<file path="src/rtl/slot_pkg.sv">
`default_nettype none
// +---------------------------------------------------------------------------
// | slot_pkg : mode-state encoding, reel engine FSM states, LFSR constants
// | Rev 1.0
// +---------------------------------------------------------------------------
package slot_pkg;

    // Controller mode states, shared with the game-mode controller
    localparam logic [1:0] ST_RST  = 2'b00;
    localparam logic [1:0] ST_IDLE = 2'b01;
    localparam logic [1:0] ST_RUN  = 2'b10;
    localparam logic [1:0] ST_END  = 2'b11;

    typedef enum logic [1:0] {
        ENG_IDLE = 2'b00,
        ENG_SPIN = 2'b01,
        ENG_EVAL = 2'b10,
        ENG_DONE = 2'b11
    } eng_state_e;

    // x^16 + x^14 + x^13 + x^11 + 1, right-shifting Galois form
    localparam logic [15:0] LFSR_POLY_MASK    = 16'hB400;
    localparam logic [15:0] LFSR_SEED_DEFAULT = 16'hACE1;

    function automatic logic [15:0] lfsr_step(input logic [15:0] s);
        return s[0] ? ((s >> 1) ^ LFSR_POLY_MASK) : (s >> 1);
    endfunction

endpackage
`default_nettype wire

</file>
<file path="src/rtl/slot_lfsr16.sv">
`default_nettype none
// +---------------------------------------------------------------------------
// | slot_lfsr16 : free-running 16-bit Galois LFSR, loads SEED on reset
// | Rev 1.0
// +---------------------------------------------------------------------------
module slot_lfsr16
    import slot_pkg::*;
#(
    parameter logic [15:0] SEED = LFSR_SEED_DEFAULT
) (
    input  logic        clk_i,
    input  logic        rst_ni,
    output logic [15:0] lfsr_o
);

    logic [15:0] lfsr_q;
    logic [15:0] lfsr_d;

    assign lfsr_d = lfsr_step(lfsr_q);

    always_ff @(posedge clk_i or negedge rst_ni) begin
        if (!rst_ni) begin
            lfsr_q <= SEED;
        end else begin
            lfsr_q <= lfsr_d;
        end
    end

    assign lfsr_o = lfsr_q;

endmodule
`default_nettype wire

</file>
<file path="src/rtl/slot_reel_engine.sv">
`default_nettype none
// +---------------------------------------------------------------------------
// | slot_reel_engine : spins three reels on RUN entry, stops them staggered,
// | reports a one-cycle done pulse and a held win flag. Rev 1.0
// +---------------------------------------------------------------------------
module slot_reel_engine
    import slot_pkg::*;
#(
    parameter int unsigned SYM_W         = 3,
    parameter int unsigned TICK_DIV      = 2500000,
    parameter int unsigned SPIN_TICKS    = 40,
    parameter int unsigned STAGGER_TICKS = 10,
    parameter logic [15:0] LFSR_SEED     = 16'hACE1
) (
    input  logic             clk_i,
    input  logic             rst_ni,
    input  logic [1:0]       state_i,
    output logic [SYM_W-1:0] reel0_o,
    output logic [SYM_W-1:0] reel1_o,
    output logic [SYM_W-1:0] reel2_o,
    output logic [2:0]       spinning_o,
    output logic             busy_o,
    output logic             done_o,
    output logic             win_o
);

    localparam int unsigned     PW        = (TICK_DIV > 1) ? $clog2(TICK_DIV) : 1;
    localparam int unsigned     TW        = $clog2(SPIN_TICKS + 2 * STAGGER_TICKS + 1);
    localparam logic [PW-1:0]   PRESC_MAX = PW'(TICK_DIV - 1);

    eng_state_e       state_q;
    logic [1:0]       prev_q;
    logic [SYM_W-1:0] reel_q [3];
    logic [2:0]       spin_q;
    logic [2:0]       spin_d;
    logic [PW-1:0]    presc_q;
    logic [TW-1:0]    tick_q;
    logic [TW-1:0]    tick_d;
    logic             busy_q;
    logic             done_q;
    logic             win_q;

    logic [15:0]      w_lfsr;
    logic             w_start;
    logic             w_abort;
    logic             w_all_equal;
    logic             unused_lfsr_hi;

    slot_lfsr16 #(
        .SEED   (LFSR_SEED)
    ) u_lfsr (
        .clk_i  (clk_i),
        .rst_ni (rst_ni),
        .lfsr_o (w_lfsr)
    );

    // Only the low nine LFSR bits seed the three reel offsets
    assign unused_lfsr_hi = ^w_lfsr[15:9];

    assign w_start     = (state_i == ST_RUN) && (prev_q != ST_RUN);
    assign w_abort     = (state_i == ST_RST);
    assign w_all_equal = (reel_q[0] == reel_q[1]) && (reel_q[1] == reel_q[2]);

    // Reel k stops on the tick whose new count reaches its stagger point
    always_comb begin
        tick_d = tick_q + TW'(1);
        spin_d = spin_q;
        for (int k = 0; k < 3; k++) begin
            if (tick_d == TW'(SPIN_TICKS + k * STAGGER_TICKS)) begin
                spin_d[k] = 1'b0;
            end
        end
    end

    always_ff @(posedge clk_i or negedge rst_ni) begin
        if (!rst_ni) begin
            state_q <= ENG_IDLE;
            prev_q  <= ST_RST;
            for (int k = 0; k < 3; k++) begin
                reel_q[k] <= '0;
            end
            spin_q  <= '0;
            presc_q <= '0;
            tick_q  <= '0;
            busy_q  <= 1'b0;
            done_q  <= 1'b0;
            win_q   <= 1'b0;
        end else begin
            prev_q <= state_i;
            done_q <= 1'b0;
            case (state_q)
                ENG_IDLE: begin
                    if (w_start) begin
                        for (int k = 0; k < 3; k++) begin
                            reel_q[k] <= SYM_W'(w_lfsr[3*k +: 3]);
                        end
                        win_q   <= 1'b0;
                        spin_q  <= 3'b111;
                        presc_q <= '0;
                        tick_q  <= '0;
                        busy_q  <= 1'b1;
                        state_q <= ENG_SPIN;
                    end
                end
                ENG_SPIN: begin
                    if (w_abort) begin
                        spin_q  <= '0;
                        win_q   <= 1'b0;
                        busy_q  <= 1'b0;
                        state_q <= ENG_IDLE;
                    end else if (presc_q == PRESC_MAX) begin
                        presc_q <= '0;
                        tick_q  <= tick_d;
                        spin_q  <= spin_d;
                        for (int k = 0; k < 3; k++) begin
                            if (spin_q[k]) begin
                                reel_q[k] <= reel_q[k] + SYM_W'(1);
                            end
                        end
                        if (spin_d == 3'b000) begin
                            state_q <= ENG_EVAL;
                        end
                    end else begin
                        presc_q <= presc_q + PW'(1);
                    end
                end
                ENG_EVAL: begin
                    if (w_abort) begin
                        win_q   <= 1'b0;
                        busy_q  <= 1'b0;
                        state_q <= ENG_IDLE;
                    end else begin
                        win_q   <= w_all_equal;
                        done_q  <= 1'b1;
                        state_q <= ENG_DONE;
                    end
                end
                ENG_DONE: begin
                    busy_q  <= 1'b0;
                    state_q <= ENG_IDLE;
                end
                default: begin
                    state_q <= ENG_IDLE;
                end
            endcase
        end
    end

    assign reel0_o    = reel_q[0];
    assign reel1_o    = reel_q[1];
    assign reel2_o    = reel_q[2];
    assign spinning_o = spin_q;
    assign busy_o     = busy_q;
    assign done_o     = done_q;
    assign win_o      = win_q;

endmodule
`default_nettype wire

</file>
<file path="config.mk">
export PLATFORM = sky130hd
export DESIGN_NAME = slot_reel_engine
export DESIGN_NICKNAME = d
export VERILOG_FILES = /design/src/rtl/slot_pkg.sv /design/src/rtl/slot_lfsr16.sv /design/src/rtl/slot_reel_engine.sv
export SDC_FILE = /design/constraint.sdc
export NUM_CORES = 1
export LEC_CHECK = 0
export ABC_AREA = 1
export CORE_UTILIZATION = 35
export CTS_CLUSTER_SIZE = 30
export DETAILED_ROUTE_END_ITERATION = 10
export SYNTH_ARGS = -nofsm -noshare
export SYNTH_HDL_FRONTEND = slang
export SYNTH_HIERARCHICAL = 1
export SYNTH_SLANG_ARGS = --single-unit
export TNS_END_PERCENT = 1
</file>
<file path="constraint.sdc">
create_clock -name clk_i -period 4.2 [get_ports clk_i]
set_input_delay 1.05 -clock clk_i [delete_from_list [all_inputs] [get_ports clk_i]]
set_output_delay 1.05 -clock clk_i [all_outputs]
set_load 0.02 [all_outputs]
</file>
# [Word level (Yosys, flattened, before mapping)]
# Index checks and enable logic that the tools add are counted.
[classes] n_addsub=5 eq_ne=21 n_mux=37 n_bitwise=1 n_reduce_logical=17
[ops] cell="$mux W22" n=3
[ops] cell="$pmux W22 S2" n=1
[ops] cell="$mux W9" n=3
[ops] cell="$add A22 B1 Y22 const B" n=1
[ops] cell="$eq A22 B22 Y1 const B" n=1
[ops] cell="$eq A6 B6 Y1 const B" n=3
[ops] cell="$mux W3" n=6
[ops] cell="$mux W6" n=3
[ops] cell="$pmux W9 S2" n=1
[ops] cell="$mux W16" n=1
[ops] cell="$ne A2 B2 Y1 const B" n=8
[ops] cell="$reduce_and A5 Y1" n=3
[ops] cell="$pmux W6 S2" n=1
[ops] cell="$reduce_and A3 Y1" n=4
[ops] cell="$mux W2" n=5
[ops] cell="$add A3 B1 Y3 const B" n=3
[ops] cell="$mux W1" n=9
[ops] cell="$pmux W2 S4" n=1
[ops] cell="$add A6 B1 Y6 const B" n=1
[ops] cell="$eq A2 B2 Y1 const B" n=3
[ops] cell="$eq A3 B3 Y1" n=2
[ops] cell="$ne A3 B3 Y1 const B" n=2
[ops] cell="$pmux W1 S3" n=2
[ops] cell="$pmux W3 S2" n=1
[ops] cell="11 further kinds" n=13
[totals] regBits=63 input_bits=4 wordCells=93

# [Longest topological paths before layout]
[logic_depth] word_depth=8 depth_mapped=13 depth_no_buf=13

# [Hierarchy]
# The synthesis kept the hierarchy.
[modules_own_cells] module="slot_reel_engine" instances=1 cells_per_inst=381 area_per_inst_um2=2910.3 seq_area_each_um2=1176.1
[modules_own_cells] module="slot_lfsr16" instances=1 cells_per_inst=42 area_per_inst_um2=556.8 seq_area_each_um2=410.4

# [Worst setup path before layout]
# No wires, ideal clock.
[synth_timing] kind="input -> register" startpoint="input state_i[0]" endpoint="register presc_q[13]" arrival_ps=2087 required_ps=4079 setup_slack_ps=1992 cell_stages=11 cell_sequence="inv_1 nand3_1 nand2_1 nand2_4 inv_1 buf_6 nand2_4 nor3_2 nand2_1 nand2_1 a21oi_1"
[synth_between] elab_chain_len=4 word_cells_on_any_way=6 cone_classes="3 x eq/ne; 3 x reduce/logical"
[synth_lines] item="from (decl)" line_no="slot_reel_engine.sv:17" source="input logic [1:0] state_i,"
[synth_lines] item="$eq A2 B2 Y1" line_no="slot_reel_engine.sv:60" source="assign w_start = (state_i == ST_RUN) && (prev_q != ST_RUN);"
[synth_lines] item="$logic_and A1 B1 Y1" line_no="slot_reel_engine.sv:60"
[synth_lines] item="$ne A2 B2 Y1 (no source line)"
[synth_lines] item="$reduce_and A3 Y1 (no source line) (*)"
[synth_lines] item="to (signal assigned)" line_no="slot_reel_engine.sv:124" source="presc_q <= presc_q + PW'(1);"
[synth_lines] item="to (decl)" line_no="slot_reel_engine.sv:36" source="logic [PW-1:0] presc_q;"
# Mark *: on every way between the ends. The rest lies on a longest branch, timed or not.
# A chain may end at the register's enable or synchronous reset.

# [Worst setup path after layout]
[layout_timing] startpoint="register state_q[1]" endpoint="register reel_q (netlist bit reel2_o[0])"
[layout_between] elab_chain_len=3 word_cells_on_any_way=9 cone_classes="5 x eq/ne; 1 x mux; 3 x reduce/logical"
[layout_lines] item="from (decl)" line_no="slot_reel_engine.sv:31" source="eng_state_e state_q;"
[layout_lines] item="from (signal assigned)" line_no="slot_reel_engine.sv:77" source="state_q <= ENG_IDLE;"
[layout_lines] item="from (signal assigned)" line_no="slot_reel_engine.sv:102" source="state_q <= ENG_SPIN;"
[layout_lines] item="from (signal assigned)" line_no="slot_reel_engine.sv:110" source="state_q <= ENG_IDLE;"
[layout_lines] item="$eq A2 B1 Y1 or $logic_not A2 Y1 (tied branches)" line_no="slot_reel_engine.sv:91" source="case (state_q)"
[layout_lines] item="$ne A2 B2 Y1 (no source line) or $reduce_bool A2 Y1 (tied branches)"
[layout_lines] item="$reduce_and A5 Y1 (no source line)"
[layout_lines] item="to (signal, indexed assignment)" line_no="slot_reel_engine.sv:95" source="reel_q[k] <= SYM_W'(w_lfsr[3*k +: 3]);"
[layout_lines] item="to (signal, indexed assignment)" line_no="slot_reel_engine.sv:117" source="reel_q[k] <= reel_q[k] + SYM_W'(1);"
[layout_lines] item="to (decl)" line_no="slot_reel_engine.sv:33" source="logic [SYM_W-1:0] reel_q [3];"
# Several ways; a longest one is shown, not always the timed one.

==> impl_results.html <==
<table>
<tr><th>Metric</th><th>Value</th></tr>
<tr><th colspan="2">Detailed routing</th></tr>
<tr><td>Vias</td><td>2737</td></tr>
<tr><td>Detailed-route DRC error count</td><td>0</td></tr>
<tr><td>First-pass DRT Iterations</td><td>4</td></tr>
<tr><td>Routed WL per cell</td><td>12.59 um</td></tr>
<tr><td>Iteration-0 DRC count of the detailed router</td><td>approximately 100</td></tr>
<tr><td>Post-DR vias/cell</td><td>slightly below 5</td></tr>
<tr><td>Number of nets with antenna violations after detailed routing</td><td>0</td></tr>
<tr><td>Overall routed net length</td><td>around 7.2 mm</td></tr>
<tr><th colspan="2">Synth</th></tr>
<tr><td>Instance count of the mapped netlist</td><td>around 420</td></tr>
<tr><td>Mean cell area of the mapped netlist</td><td>8.203 um2</td></tr>
<tr><td>Yosys Warn Count</td><td>6</td></tr>
<tr><td>Post-synthesis instance area</td><td>around 0.0034 mm2</td></tr>
<tr><td>Nets in the synthesized netlist</td><td>434</td></tr>
<tr><th colspan="2">Critical path</th></tr>
<tr><td>Worst Path Class, Setup</td><td>reg -&gt; reg</td></tr>
<tr><td>Element type at the critical path start</td><td>register</td></tr>
<tr><td>Arr. time, crit path</td><td>around 3.2 ns</td></tr>
<tr><td>Kind of end point of the critical path</td><td>register</td></tr>
<tr><td>Reg2Reg Depth</td><td>8</td></tr>
<tr><td>CP max FO</td><td>27</td></tr>
<tr><td>Required time at the endpoint of the critical path</td><td>around 4.5 ns</td></tr>
<tr><th colspan="2">Global routing</th></tr>
<tr><td>Antenna violations before repair</td><td>0</td></tr>
<tr><td>Pin count of the biggest net entering global routing</td><td>37</td></tr>
<tr><td>Wire length of the first global-routing pass</td><td>approximately 12 mm</td></tr>
<tr><td>Total GRT Usage</td><td>0.1584</td></tr>
<tr><td>Vias in the first global route</td><td>about 2700</td></tr>
<tr><td>Overflow left after global routing</td><td>0</td></tr>
<tr><th colspan="2">Power</th></tr>
<tr><td>Cell area power density</td><td>575.8 mW/mm2</td></tr>
<tr><td>Maximum vdd drop</td><td>272.8 uV</td></tr>
<tr><td>Static Leakage</td><td>1.795 nW</td></tr>
<tr><th colspan="2">Worst hold path</th></tr>
<tr><td>Cell depth of the worst hold path</td><td>0</td></tr>
<tr><td>Worst Hold Class</td><td>reg -&gt; reg</td></tr>
<tr><th colspan="2">Floorplanning</th></tr>
<tr><td>Height of the die</td><td>slightly above 100 um</td></tr>
<tr><td>Std-Cell Rows</td><td>35</td></tr>
<tr><td>Initial standard-cell utilization of the core</td><td>0.3668</td></tr>
<tr><td>I/O pins</td><td>19</td></tr>
<tr><td>Width of the die</td><td>101.1 um</td></tr>
<tr><td>Floorplan core area</td><td>0.009371 mm2</td></tr>
<tr><td>Die Footprint</td><td>around 0.010 mm2</td></tr>
<tr><th colspan="2">Finish</th></tr>
<tr><td>Share of cells above drive strength 1</td><td>0.1253</td></tr>
<tr><td>Count of fill cells added during filler insertion</td><td>950</td></tr>
<tr><td>Area added between synthesis and finish</td><td>12.78%</td></tr>
<tr><td>Area taken by flip-flops and latches</td><td>0.001587 mm2</td></tr>
<tr><td>Nets@finish</td><td>449</td></tr>
<tr><td># diodes</td><td>0</td></tr>
<tr><td>Area used by multi-input combinational logic</td><td>0.001526 mm2</td></tr>
<tr><th colspan="2">Clocking</th></tr>
<tr><td>Post-CTS setup repair buffer count</td><td>0</td></tr>
<tr><td>CTS tree</td><td>built</td></tr>
<tr><td>Number of buffers added by the clock tree synthesis step</td><td>9</td></tr>
<tr><td>Maximum level of the CTS H-tree</td><td>3</td></tr>
<tr><td>Number of instances resized during post-cts repair</td><td>0</td></tr>
<tr><td>Cell chosen for the clock root</td><td>sky130_fd_sc_hd__clkbuf_8</td></tr>
<tr><td>Clock transition at the registers of the reported paths</td><td>0.07 ns</td></tr>
<tr><td>Quantity of hold-fixing buffers added after cts</td><td>0</td></tr>
<tr><td>Worst-skew pair later-pin latency</td><td>roughly 0.35 ns</td></tr>
<tr><td>Buffers from clock root to sink, at most</td><td>2</td></tr>
<tr><td>Number of clock sinks</td><td>63</td></tr>
<tr><th colspan="2">STA</th></tr>
<tr><td>Setup repair after global routing missed its margin</td><td>false</td></tr>
<tr><td>Max-slew violation count</td><td>0</td></tr>
<tr><td>Final critical path time including I/O delays and setup</td><td>2.962 ns</td></tr>
<tr><td>Worst slew pin tran</td><td>between 0.8 and 0.9 ns</td></tr>
<tr><td>Final hold viol count</td><td>0</td></tr>
<tr><td>Sum of negative setup slack</td><td>0 ns</td></tr>
<tr><td>Total setup violations reported at the end of the flow</td><td>0</td></tr>
<tr><td>Clock skew</td><td>0.007013 ns</td></tr>
<tr><td>Upper clock frequency limit</td><td>0.3376 GHz</td></tr>
<tr><td>Worst hold slack across all endpoints</td><td>0.3616 ns</td></tr>
<tr><td>Final worst-path cycle share</td><td>0.7053</td></tr>
<tr><td>Rel. slew slack</td><td>0.4492</td></tr>
<tr><th colspan="2">Placed design</th></tr>
<tr><td>DP HPWL</td><td>4.933 mm</td></tr>
<tr><td>Number of port buffers</td><td>18</td></tr>
<tr><td>Final estimated routing congestion in global placement</td><td>0.8583</td></tr>
<tr><th colspan="2">Job</th></tr>
<tr><td>Max-cap violations</td><td>0</td></tr>
<tr><th colspan="2">Outcome</th></tr>
<tr><td>Status</td><td>complete, no violations</td></tr>
</table>
[cell usage in the layout, fill, tap and decap left out, types with 2 or more instances in the layout]
cell and count:
sky130_fd_sc_hd__nor2_1 28, sky130_fd_sc_hd__clkinvlp_4 2, sky130_fd_sc_hd__nand2_2 2, sky130_fd_sc_hd__nand4_1 5, sky130_fd_sc_hd__nand2_1 120, sky130_fd_sc_hd__inv_2 4, sky130_fd_sc_hd__dfstp_2 8, sky130_fd_sc_hd__nor3_2 4
sky130_fd_sc_hd__nor3_1 8, sky130_fd_sc_hd__nand3_1 31, sky130_fd_sc_hd__a21oi_1 20, sky130_fd_sc_hd__clkdlybuf4s50_1 17, sky130_fd_sc_hd__inv_6 2, sky130_fd_sc_hd__clkbuf_8 10, sky130_fd_sc_hd__ha_1 11, sky130_fd_sc_hd__o21ai_1 6
sky130_fd_sc_hd__bufinv_16 2, sky130_fd_sc_hd__o21ai_0 20, sky130_fd_sc_hd__o22ai_1 3, sky130_fd_sc_hd__nand2_4 2, sky130_fd_sc_hd__nor2_4 2, sky130_fd_sc_hd__or2_2 3, sky130_fd_sc_hd__xor2_1 9, sky130_fd_sc_hd__o21ai_2 3
sky130_fd_sc_hd__dfrtp_1 55, sky130_fd_sc_hd__nor2_2 3, sky130_fd_sc_hd__inv_1 43
[stage by stage]
stage | setup slack (ns) | utilization | power [mW] | cells | instance area, um2
2_1_floorplan | 1.992 | - | 1.427 | 419 | 3437
3_3_place_gp | 1.032 | 0.3891 | 1.615 | 552 | 3646
3_5_place_dp | 0.9282 | 0.3891 | 1.628 | 552 | 3646
4_1_cts | 1.206 | 0.4136 | 2.251 | 568 | 3876
5_1_grt | 0.8967 | 0.4136 | 2.402 | 568 | 3876
6_report | 1.238 | 0.4136 | 2.232 | 568 | 3876
[final timing paths]
path	startpoint	endpoint	slack [ns]
max	state_q[1]	reel2_o[0]	1.24
min	u_lfsr/lfsr_o[12]	u_lfsr/lfsr_o[11]	0.36
max reg2reg	state_q[1]	reel2_o[0]	1.24
min in group asynchronous	rst_ni	presc_q[1]	0.79
min reg2reg	u_lfsr/lfsr_o[12]	u_lfsr/lfsr_o[11]	0.36
max in group asynchronous	rst_ni	u_lfsr/lfsr_o[13]	2.50
[where the power goes]
group,total [mW],switching [mW],internal (mW)
logic,0.815,0.540,0.275
registers,0.804,0.111,0.692
clock network,0.613,0.259,0.353
[sequential cells by signal, summed over array words and instances (netlist names)]
| signal | count |
|---|---|
| spinning_o | 3 |
| presc_q | 22 |
| u_lfsr/lfsr_o | 16 |
| busy_o | 1 |
| win_o | 1 |
| done_o | 1 |
| state_q | 2 |
| reel1_o | 3 |
| tick_q | 6 |
| prev_q | 2 |
| reel0_o | 3 |
| reel2_o | 3 |
[layout make-up]
| class | instances | share of cell area |
|---|---|---|
| clock buffers | 10 | 0.03551 |
| clock inverters | 6 | 0.02389 |
| inverters | 49 | 0.04874 |
| multi-input cells | 292 | 0.3938 |
| flip-flops and latches | 63 | 0.4093 |
| well taps | 129 | 0.04164 |
| repair buffers | 19 | 0.04713 |
[critical path, stage by stage (launching register included)]
cell and delay, ns:
sky130_fd_sc_hd__dfrtp_1 0.42, sky130_fd_sc_hd__inv_1 0.09, sky130_fd_sc_hd__ha_1 0.69, sky130_fd_sc_hd__clkinv_1 0.71, sky130_fd_sc_hd__o21ai_4 0.51, sky130_fd_sc_hd__inv_6 0.17
sky130_fd_sc_hd__nand2_1 0.16, sky130_fd_sc_hd__nand2_1 0.06, sky130_fd_sc_hd__o21ai_1 0.07
[layer usage]
metal,vias up,share of wire,global-route usage,wire [um]
met1,1311,0.48,0.2002,3461
met5,-,0,0,0
met3,6,0.037,0.05270,263
met2,39,0.47,0.2507,3340
li1,1381,-,-,-
met4,0,0.012,0.06020,87
(Power assumes the default switching activity.)
